--- src/rtl/ir_nec_pkg.sv ---
// NEC infrared decoder shared types: FSM encoding, default timing windows
// (50 MHz counts) and frame helpers.
package ir_nec_pkg;

  localparam int CNT_W = 19;

  typedef enum logic [1:0] {
    ST_IDLE  = 2'd0,
    ST_LEAD  = 2'd1,
    ST_SPACE = 2'd2,
    ST_DATA  = 2'd3
  } ir_state_t;

  localparam int NEC_LEAD_MIN = 425000;
  localparam int NEC_LEAD_MAX = 475000;
  localparam int NEC_SPC_MIN  = 200000;
  localparam int NEC_SPC_MAX  = 250000;
  localparam int NEC_REP_MIN  = 100000;
  localparam int NEC_REP_MAX  = 125000;
  localparam int NEC_T0_MIN   = 20000;
  localparam int NEC_T0_MAX   = 35000;
  localparam int NEC_T1_MIN   = 75000;
  localparam int NEC_T1_MAX   = 95000;
  localparam int NEC_TIMEOUT  = 500000;

  // Bits arrive LSB-first, so byte0 (address) lands in the low byte.
  typedef struct packed {
    logic [7:0] cmd_n;
    logic [7:0] cmd;
    logic [7:0] addr_n;
    logic [7:0] addr;
  } nec_frame_t;

  function automatic logic frame_ok(input nec_frame_t f);
    return (f.addr_n == ~f.addr) && (f.cmd_n == ~f.cmd);
  endfunction

  function automatic logic in_win(input logic [CNT_W-1:0] c,
                                  input logic [CNT_W-1:0] lo,
                                  input logic [CNT_W-1:0] hi);
    return (c >= lo) && (c <= hi);
  endfunction

endpackage

--- src/rtl/ir_edge_sync.sv ---
// Two-flop synchroniser for the IR line plus one delay stage; registered
// rise/fall strobes, all flops reset high so release never looks like a fall.
module ir_edge_sync (
  input  logic sys_clk,
  input  logic sys_rst_n,
  input  logic infrared_in,
  output logic rise,
  output logic fall
);

  logic [1:0] sync;
  logic       dly;

  always_ff @(posedge sys_clk) begin
    if (!sys_rst_n) begin
      sync <= 2'b11;
      dly  <= 1'b1;
      rise <= 1'b0;
      fall <= 1'b0;
    end else begin
      sync <= {sync[0], infrared_in};
      dly  <= sync[1];
      rise <= sync[1] & ~dly;
      fall <= ~sync[1] & dly;
    end
  end

endmodule

--- src/rtl/infrared_rcv.sv ---
// NEC infrared receiver: measures low/high durations between line edges,
// decodes 32-bit frames and repeat codes, and pulses data_valid / repeat_en.
module infrared_rcv
  import ir_nec_pkg::*;
#(
  parameter int CNT_LEAD_MIN = NEC_LEAD_MIN,
  parameter int CNT_LEAD_MAX = NEC_LEAD_MAX,
  parameter int CNT_SPC_MIN  = NEC_SPC_MIN,
  parameter int CNT_SPC_MAX  = NEC_SPC_MAX,
  parameter int CNT_REP_MIN  = NEC_REP_MIN,
  parameter int CNT_REP_MAX  = NEC_REP_MAX,
  parameter int CNT_T0_MIN   = NEC_T0_MIN,
  parameter int CNT_T0_MAX   = NEC_T0_MAX,
  parameter int CNT_T1_MIN   = NEC_T1_MIN,
  parameter int CNT_T1_MAX   = NEC_T1_MAX,
  parameter int CNT_TIMEOUT  = NEC_TIMEOUT
) (
  input  logic       sys_clk,
  input  logic       sys_rst_n,
  input  logic       infrared_in,
  output logic       repeat_en,
  output logic       data_valid,
  output logic [7:0] addr,
  output logic [7:0] data
);

  typedef logic [CNT_W-1:0] cnt_t;

  localparam cnt_t LEAD_LO = cnt_t'(CNT_LEAD_MIN);
  localparam cnt_t LEAD_HI = cnt_t'(CNT_LEAD_MAX);
  localparam cnt_t SPC_LO  = cnt_t'(CNT_SPC_MIN);
  localparam cnt_t SPC_HI  = cnt_t'(CNT_SPC_MAX);
  localparam cnt_t REP_LO  = cnt_t'(CNT_REP_MIN);
  localparam cnt_t REP_HI  = cnt_t'(CNT_REP_MAX);
  localparam cnt_t T0_LO   = cnt_t'(CNT_T0_MIN);
  localparam cnt_t T0_HI   = cnt_t'(CNT_T0_MAX);
  localparam cnt_t T1_LO   = cnt_t'(CNT_T1_MIN);
  localparam cnt_t T1_HI   = cnt_t'(CNT_T1_MAX);
  localparam cnt_t TMO     = cnt_t'(CNT_TIMEOUT);

  logic       rise, fall;
  cnt_t       cnt;
  ir_state_t  state, state_nxt;
  logic [5:0] bit_cnt;
  logic [31:0] shift_reg;
  nec_frame_t frame_nxt;
  logic       frame_seen;

  logic win_lead, win_spc, win_rep, win_t0, win_t1, timeout;
  logic shift_en, bit_val, bit_clr, rep_set, dv_set;

  ir_edge_sync u_sync (
    .sys_clk    (sys_clk),
    .sys_rst_n  (sys_rst_n),
    .infrared_in(infrared_in),
    .rise       (rise),
    .fall       (fall)
  );

  // Duration of the current line level; saturates so long idles stay large.
  always_ff @(posedge sys_clk) begin
    if (!sys_rst_n)        cnt <= '0;
    else if (rise || fall) cnt <= '0;
    else if (cnt != '1)    cnt <= cnt + cnt_t'(1);
  end

  assign win_lead = in_win(cnt, LEAD_LO, LEAD_HI);
  assign win_spc  = in_win(cnt, SPC_LO, SPC_HI);
  assign win_rep  = in_win(cnt, REP_LO, REP_HI);
  assign win_t0   = in_win(cnt, T0_LO, T0_HI);
  assign win_t1   = in_win(cnt, T1_LO, T1_HI);
  assign timeout  = (state != ST_IDLE) && (cnt >= TMO);

  always_ff @(posedge sys_clk) begin
    if (!sys_rst_n) state <= ST_IDLE;
    else            state <= state_nxt;
  end

  always_comb begin
    state_nxt = state;
    if (timeout) begin
      state_nxt = ST_IDLE;
    end else begin
      case (state)
        ST_IDLE:  if (fall) state_nxt = ST_LEAD;
        ST_LEAD:  if (rise) state_nxt = win_lead ? ST_SPACE : ST_IDLE;
        ST_SPACE: if (fall) state_nxt = win_spc ? ST_DATA : ST_IDLE;
        ST_DATA: begin
          if (rise && !win_t0)                          state_nxt = ST_IDLE;
          else if (fall && !(win_t0 || win_t1))         state_nxt = ST_IDLE;
          else if (fall && bit_cnt == 6'd31)            state_nxt = ST_IDLE;
        end
        default: state_nxt = ST_IDLE;
      endcase
    end
  end

  always_comb begin
    bit_val  = win_t1;
    shift_en = !timeout && (state == ST_DATA) && fall && (win_t0 || win_t1);
    bit_clr  = !timeout && (state == ST_SPACE) && fall && win_spc;
    rep_set  = !timeout && (state == ST_SPACE) && fall && win_rep && frame_seen;
    frame_nxt = nec_frame_t'({bit_val, shift_reg[31:1]});
    dv_set   = shift_en && (bit_cnt == 6'd31) && frame_ok(frame_nxt);
  end

  always_ff @(posedge sys_clk) begin
    if (!sys_rst_n) begin
      shift_reg  <= '0;
      bit_cnt    <= '0;
      frame_seen <= 1'b0;
      repeat_en  <= 1'b0;
      data_valid <= 1'b0;
      addr       <= 8'h00;
      data       <= 8'h00;
    end else begin
      repeat_en  <= rep_set;
      data_valid <= dv_set;
      if (bit_clr) begin
        bit_cnt <= '0;
      end else if (shift_en) begin
        shift_reg <= frame_nxt;
        bit_cnt   <= bit_cnt + 6'd1;
      end
      if (dv_set) begin
        addr       <= frame_nxt.addr;
        data       <= frame_nxt.cmd;
        frame_seen <= 1'b1;
      end
    end
  end

endmodule

--- config.mk ---
export PLATFORM = sky130hd
export DESIGN_NAME = infrared_rcv
export DESIGN_NICKNAME = d
export VERILOG_FILES = /design/src/rtl/ir_nec_pkg.sv /design/src/rtl/ir_edge_sync.sv /design/src/rtl/infrared_rcv.sv
export SDC_FILE = /design/constraint.sdc
export NUM_CORES = 1
export LEC_CHECK = 0
export BUFFER_PORTS_ARGS = -buffer_cell sky130_fd_sc_hd__buf_2
export CELL_PAD_IN_SITES_DETAIL_PLACEMENT = 0
export CELL_PAD_IN_SITES_GLOBAL_PLACEMENT = 1
export CORE_MARGIN = 3
export CORE_UTILIZATION = 52
export CTS_BUF_LIST = sky130_fd_sc_hd__clkbuf_2 sky130_fd_sc_hd__clkbuf_4 sky130_fd_sc_hd__clkbuf_8
export DETAILED_ROUTE_END_ITERATION = 12
export PLACE_DENSITY = 0.91
export REMOVE_ABC_BUFFERS = 1
export SLEW_MARGIN = 20
export SYNTH_ARGS = -nofsm -noshare
export SYNTH_HDL_FRONTEND = slang
export SYNTH_SLANG_ARGS = --single-unit
--- constraint.sdc ---
create_clock -name sys_clk -period 4.31 [get_ports sys_clk]
set_input_delay 0.862 -clock sys_clk [delete_from_list [all_inputs] [get_ports sys_clk]]
set_output_delay 0.862 -clock sys_clk [all_outputs]
set_load 0.02 [all_outputs]
# Word level (Yosys, flattened, before mapping)

Index checks and enable logic that the tools add are counted.

Reduce and logical (&&, ||, !) cells: 32
Eq/ne operators: 11
$add $sub $neg: 2
Multiplexer cells: 9
Bitwise operators: 8
Magnitude comparators: 11

Operator list:

| kind                  | number |
|---|---|
| $ge 19x17->1 const B  | 2 |
| $ge 19x19->1 const B  | 2 |
| $le 19x17->1 const B  | 2 |
| $logic_and 1x1->1     | 20 |
| $add 19x1->19 const B | 1 |
| $ge 19x15->1 const B  | 1 |
| $ge 19x18->1 const B  | 1 |
| $le 19x16->1 const B  | 1 |
| $le 19x18->1 const B  | 1 |
| $le 19x19->1 const B  | 1 |
| $ne 19x19->1 const B  | 1 |
| $eq 8x8->1            | 2 |
| $mux 2                | 8 |
| $not 8->8             | 2 |
| $pmux 2 s4            | 1 |
| $add 6x1->6 const B   | 1 |
| $eq 6x5->1 const B    | 1 |
| $ne 2x1->1 const B    | 3 |
| $reduce_or 2->1       | 3 |
| $eq 2x2->1 const B    | 2 |
| $ne 4x4->1 const B    | 1 |
| $not 1->1             | 4 |
| $reduce_and 4->1      | 1 |
| $logic_not 1->1       | 3 |
| 6 further kinds       | 8 |

Register bits after elaboration: 83
Output and inout port bits: 18
Input bits: 3
Word-level logic and storage cells: 86

# Logic depth before layout (Yosys ltp)

Word-level depth: 8
Gate-level depth with buffers: 10

# Cells and area by module

From an unflattened synthesis, not the netlist that was laid out.

Cells, all modules: 513
Area total of the unflattened synthesis: 4017.6 µm²

By module, submodules not included:

| module       | area each (µm²) | instances | cells an instance |
|---|---|---|---|
| infrared_rcv | 3881.2          | 1         | 503 |
| ir_edge_sync | 136.4           | 1         | 10 |

# Worst setup path before layout

OpenSTA, ideal clock, no wires.

Path type: reg-to-reg
Start point: reg cnt[3]
End point: reg addr[0]
Setup time: 72 ps
Stages on the path, launching flop included: 10
Arrival time: 2581 ps
Period minus slack after synthesis: 2652 ps
Data required time: 4238 ps
Setup slack: 1658 ps
Cells stage by stage: dfxtp_1 > buf_6 > a2111oi_4 > o211ai_1 > and3_4 > buf_6 > or3_4 > a2111oi_4 > buf_8 > mux2i_1

Longest elaborated chain between the ends: 8
Elaborated cells between the ends (all ways): 17
Classes of those cells: order compare (5); eq/ne (1); reduce/logical (11)

RTL lines:

| item                           | line                | RTL |
|---|---|---|
| start: declaration             | infrared_rcv.sv:42  | `cnt_t cnt;` |
| start signal: assignment       | infrared_rcv.sv:64  | `else if (cnt != '1) cnt <= cnt + cnt_t'(1);` |
| $ge 19x19->1                   | infrared_rcv.sv:72  | `assign timeout = (state != ST_IDLE) && (cnt >= TMO);` |
| $logic_and 1x1->1              | infrared_rcv.sv:72  |  |
| $logic_not 1->1                | infrared_rcv.sv:100 | `shift_en = !timeout && (state == ST_DATA) && fall && (win_t0 \|\| win_t1);` |
| $logic_and 1x1->1 (3 in a row) | infrared_rcv.sv:100 |  |
| $logic_and 1x1->1              | infrared_rcv.sv:104 | `dv_set = shift_en && (bit_cnt == 6'd31) && frame_ok(frame_nxt);` |
| $logic_and 1x1->1 *            | infrared_rcv.sv:104 |  |
| end signal: assignment         | infrared_rcv.sv:126 | `addr <= frame_nxt.addr;` |
| end: declaration               | infrared_rcv.sv:23  | `output logic [7:0] addr,` |

Every way passes the cells marked *; elsewhere a longest branch is shown, timed or not.
A chain may end at the register's enable or synchronous reset.

# Final worst setup path

Start point: reg cnt[5]
End point: reg cnt[8]

Longest elaborated chain between the ends: 1
Elaborated cells between the ends (all ways): 2
Classes of those cells: add/sub (1); eq/ne (1)

RTL lines:

| item                                                 | line |
|---|---|
| $add 19x1->19 / $ne 19x19->1 (equally long branches) | infrared_rcv.sv:64 |

Several ways; a longest one is shown, not always the timed one.

==> reports/metrics.csv <==
metric,value,unit
DR vias,3687,
Crit path depth,6,
Post-synth top flop,dfxtp_1,
"Period Utilization, post-route",70.5,%
# fillers,693,
Die Height,95.4,µm
vias in the first global route,3170,
status,finished clean,
hold buffer count at CTS,0,
worst path bufs/invs,0,
Reg2Reg Depth,6,
crit path max fanout,17,
Die Width,95.4,µm
CORE AREA,0.00749,mm²
leakage power,0.00153,µW
CP Class,register to register,
hpwl dp,6.18,mm
antenna diode instance count,0,
setup TNS,0,ns
final non-filler cell total,610,
Mapped Area,0.00415,mm²
critical path endpoint,cnt[8],
Synth cell types,60,
"most common cell after layout, fill and taps aside",dfxtp_1,
CTS buffer count,9,
most frequent cells in the layout,"dfxtp_1, nand2_1, a21oi_1",
fin. max-slew vios,0,
critical path endpoint category,register,
number of synthesized flops with an enable pin,0,
largest net degree at the start of global routing,43,
IO buf count,20,
pwr dens,312,mW/mm²
CTS tree,built,
#FFs+latches synth,82,
unrepaired setup endpoints after global routing,no,
Placer Congestion,0.935,
area share of and/or/nand/nor cells after synthesis,24.0,%
Fin. Hold Viols,0,
worst-path cell chain,nand3_1 > nor4_1 > nand4_1 > nand4_1 > xor2_1 > nor2_1,
dpl cells,594,
setup bufs post-CTS,0,
Reg area,0.00164,mm²
global-route wire length before repair,15.7,mm
CP Launch Type,register,
DRC,0,
slew at the pin closest to its max-slew limit,0.992,ns
Max-slew headroom,33.9,%
Iteration-0 DRC Markers,276,
ANT nets after route,0,
TritonRoute pass-1 iters,5,
clock tree buffer depth,2,
Synth async-reset ratio,0,%
crit-path most repeated cell,nand4_1,
site row count,31,
FF-to-FF End,cnt[8],
DRT Wirelength,9.40,mm
Max rail drop VDD,0.185,mV
crit path from,cnt[5],
Adder-Cell Fraction of Synth Area,0.904,%
grt ovf,0,
CTS Sinks,82,
CTS H-tree lvls,3,
Post-Synthesis Cells,512,
gr usage total,21.6,%
Clock Latency Late Sink,0.35,ns
hold crit path type,register to register,
sequential-to-total area share from yosys stat,39.5,%
r2r setup slk,1.27,ns
XOR/XNOR Fraction of Synth Area,6.12,%
area grow syn2layout,6.63,%
post-CTS sizing,0,
Worst-path clk slew,0.08,ns
Worst Path Required,4.52,ns
Compound-Gate Fraction of Synth Area,19.8,%
Layout Utilization,59.2,%
Nets,512,
Max Fclk,0.329,GHz
CTS Root Cell,clkbuf_8,
crit path time final,3.04,ns
"Warnings, synthesis",0,
Mean Syn Cell Area,8.11,µm²
area taken by multi-input logic gates,0.00227,mm²
DR WL/cell,15.4,µm
largest delay contributor family on the critical path,simple AND/OR/NAND/NOR gates,
final setup skew,0.0119,ns
max FFs per register,31,
share of cells above drive strength 1,9.98,%
worst reg2reg startpoint,cnt[5],
Initial Util,55.5,%
mux contribution to synthesized area,3.86,%
"slowest stage delay, CP",0.76,ns
crit path DAT,3.25,ns
initial antenna violation count,0,
Crit-path slowest cell,nand4_1,
maxcap violations,0,
largest family of logic cells by synthesized area,simple AND/OR/NAND/NOR gates,
setup violators final,0,
I/O pin total,21,
Vias per Instance,6.04,
Die ar.,0.00909,mm²
==> per-stage QoR <==
stage               setup slack (ns)  power (µW)  hold slack, ns  instance area, µm²
floorplan                       1.26         807           0.386                3950
global placement                1.32         823           0.389                4220
detailed placement              1.23         824           0.396                4220
CTS                             1.21        1400           0.416                4430
global route                   0.963        1440           0.432                4430
finish                          1.27        1380           0.415                4430
==> report_power, final <==
| part | leakage (µW) | switching (µW) | total (µW) | internal [µW] |
|---|---|---|---|---|
| combinational | 0.000769 | 26.7 | 39.5 | 12.8 |
| clock | 0.0000988 | 294 | 576 | 282 |
| sequential | 0.000662 | 5.39 | 767 | 761 |
| total | 0.00153 | 326 | 1380 | 1060 |
==> worst reg2reg max path: cells and delay by family, from the launching register on <==
family	cells	cell delay (ns)
XOR/XNOR	1	0.18
AND/OR/NAND/NOR	5	2.15
flip-flops	1	0.58
==> kinds of logic after synthesis <==
| group | Yosys count |
|---|---|
| AOI/OAI and AO/OA | 131 |
| xor gates and xnor gates | 29 |
| adders and majority gates | 3 |
| buffers and inverters | 53 |
| DFF | 82 |
| muxes | 16 |
| and+or+nand+nor | 198 |
==> how the worst min path moves through the flow <==
| stage | start | endpoint | slack, ns | depth (start not counted) |
|---|---|---|---|---|
| 6_report | u_sync.sync[0] | u_sync.sync[1] | 0.42 | 1 |
| 5_1_grt | u_sync.sync[0] | u_sync.sync[1] | 0.43 | 1 |
| 4_1_cts | u_sync.sync[0] | u_sync.sync[1] | 0.42 | 1 |
| 3_5_place_dp | u_sync.sync[0] | u_sync.sync[1] | 0.40 | 1 |
| 3_3_place_gp | u_sync.sync[0] | u_sync.sync[1] | 0.39 | 1 |
| 2_1_floorplan | u_sync.sync[0] | u_sync.sync[1] | 0.39 | 1 |
==> cell usage after synthesis, drive strengths merged (3+ instances only) <==
cell / n / area share (%)
dfxtp: 82 / 40
nand2: 51 / 4.6
a2111oi: 3 / 1.5
ha: 3 / 0.90
a211oi: 4 / 1.0
nor2: 35 / 3.2
nand3: 40 / 4.8
clkbuf: 33 / 3.0
nand2b: 8 / 1.2
and3: 6 / 1.0
o211ai: 3 / 0.54
nor4: 7 / 1.1
or3: 7 / 1.2
buf: 10 / 1.9
xor2: 23 / 4.9
o21a: 6 / 1.1
nand4: 23 / 3.5
o21ai: 46 / 5.5
xnor2: 6 / 1.3
a21oi: 47 / 5.7
nor3: 5 / 0.60
nor2b: 3 / 0.45
inv: 9 / 0.81
mux2i: 16 / 3.9
==> metal layers <==
metal,routed length [µm],GRT usage (%)
met1,4770,33.3
met2,4040,30.5
met3,470,3.24
met4,120,7.09
met5,0,0
==> final cells by class <==
cell class / count / area share, %
Tap cell: 99 / 2.80
Clock buffer: 10 / 2.97
Multi-Input combinational cell: 377 / 51.4
Sequential cell: 82 / 37.1
Inverter: 10 / 0.848
Timing Repair Buffer: 26 / 3.28
Clock inverter: 6 / 1.67
(Power assumes the default switching activity.)
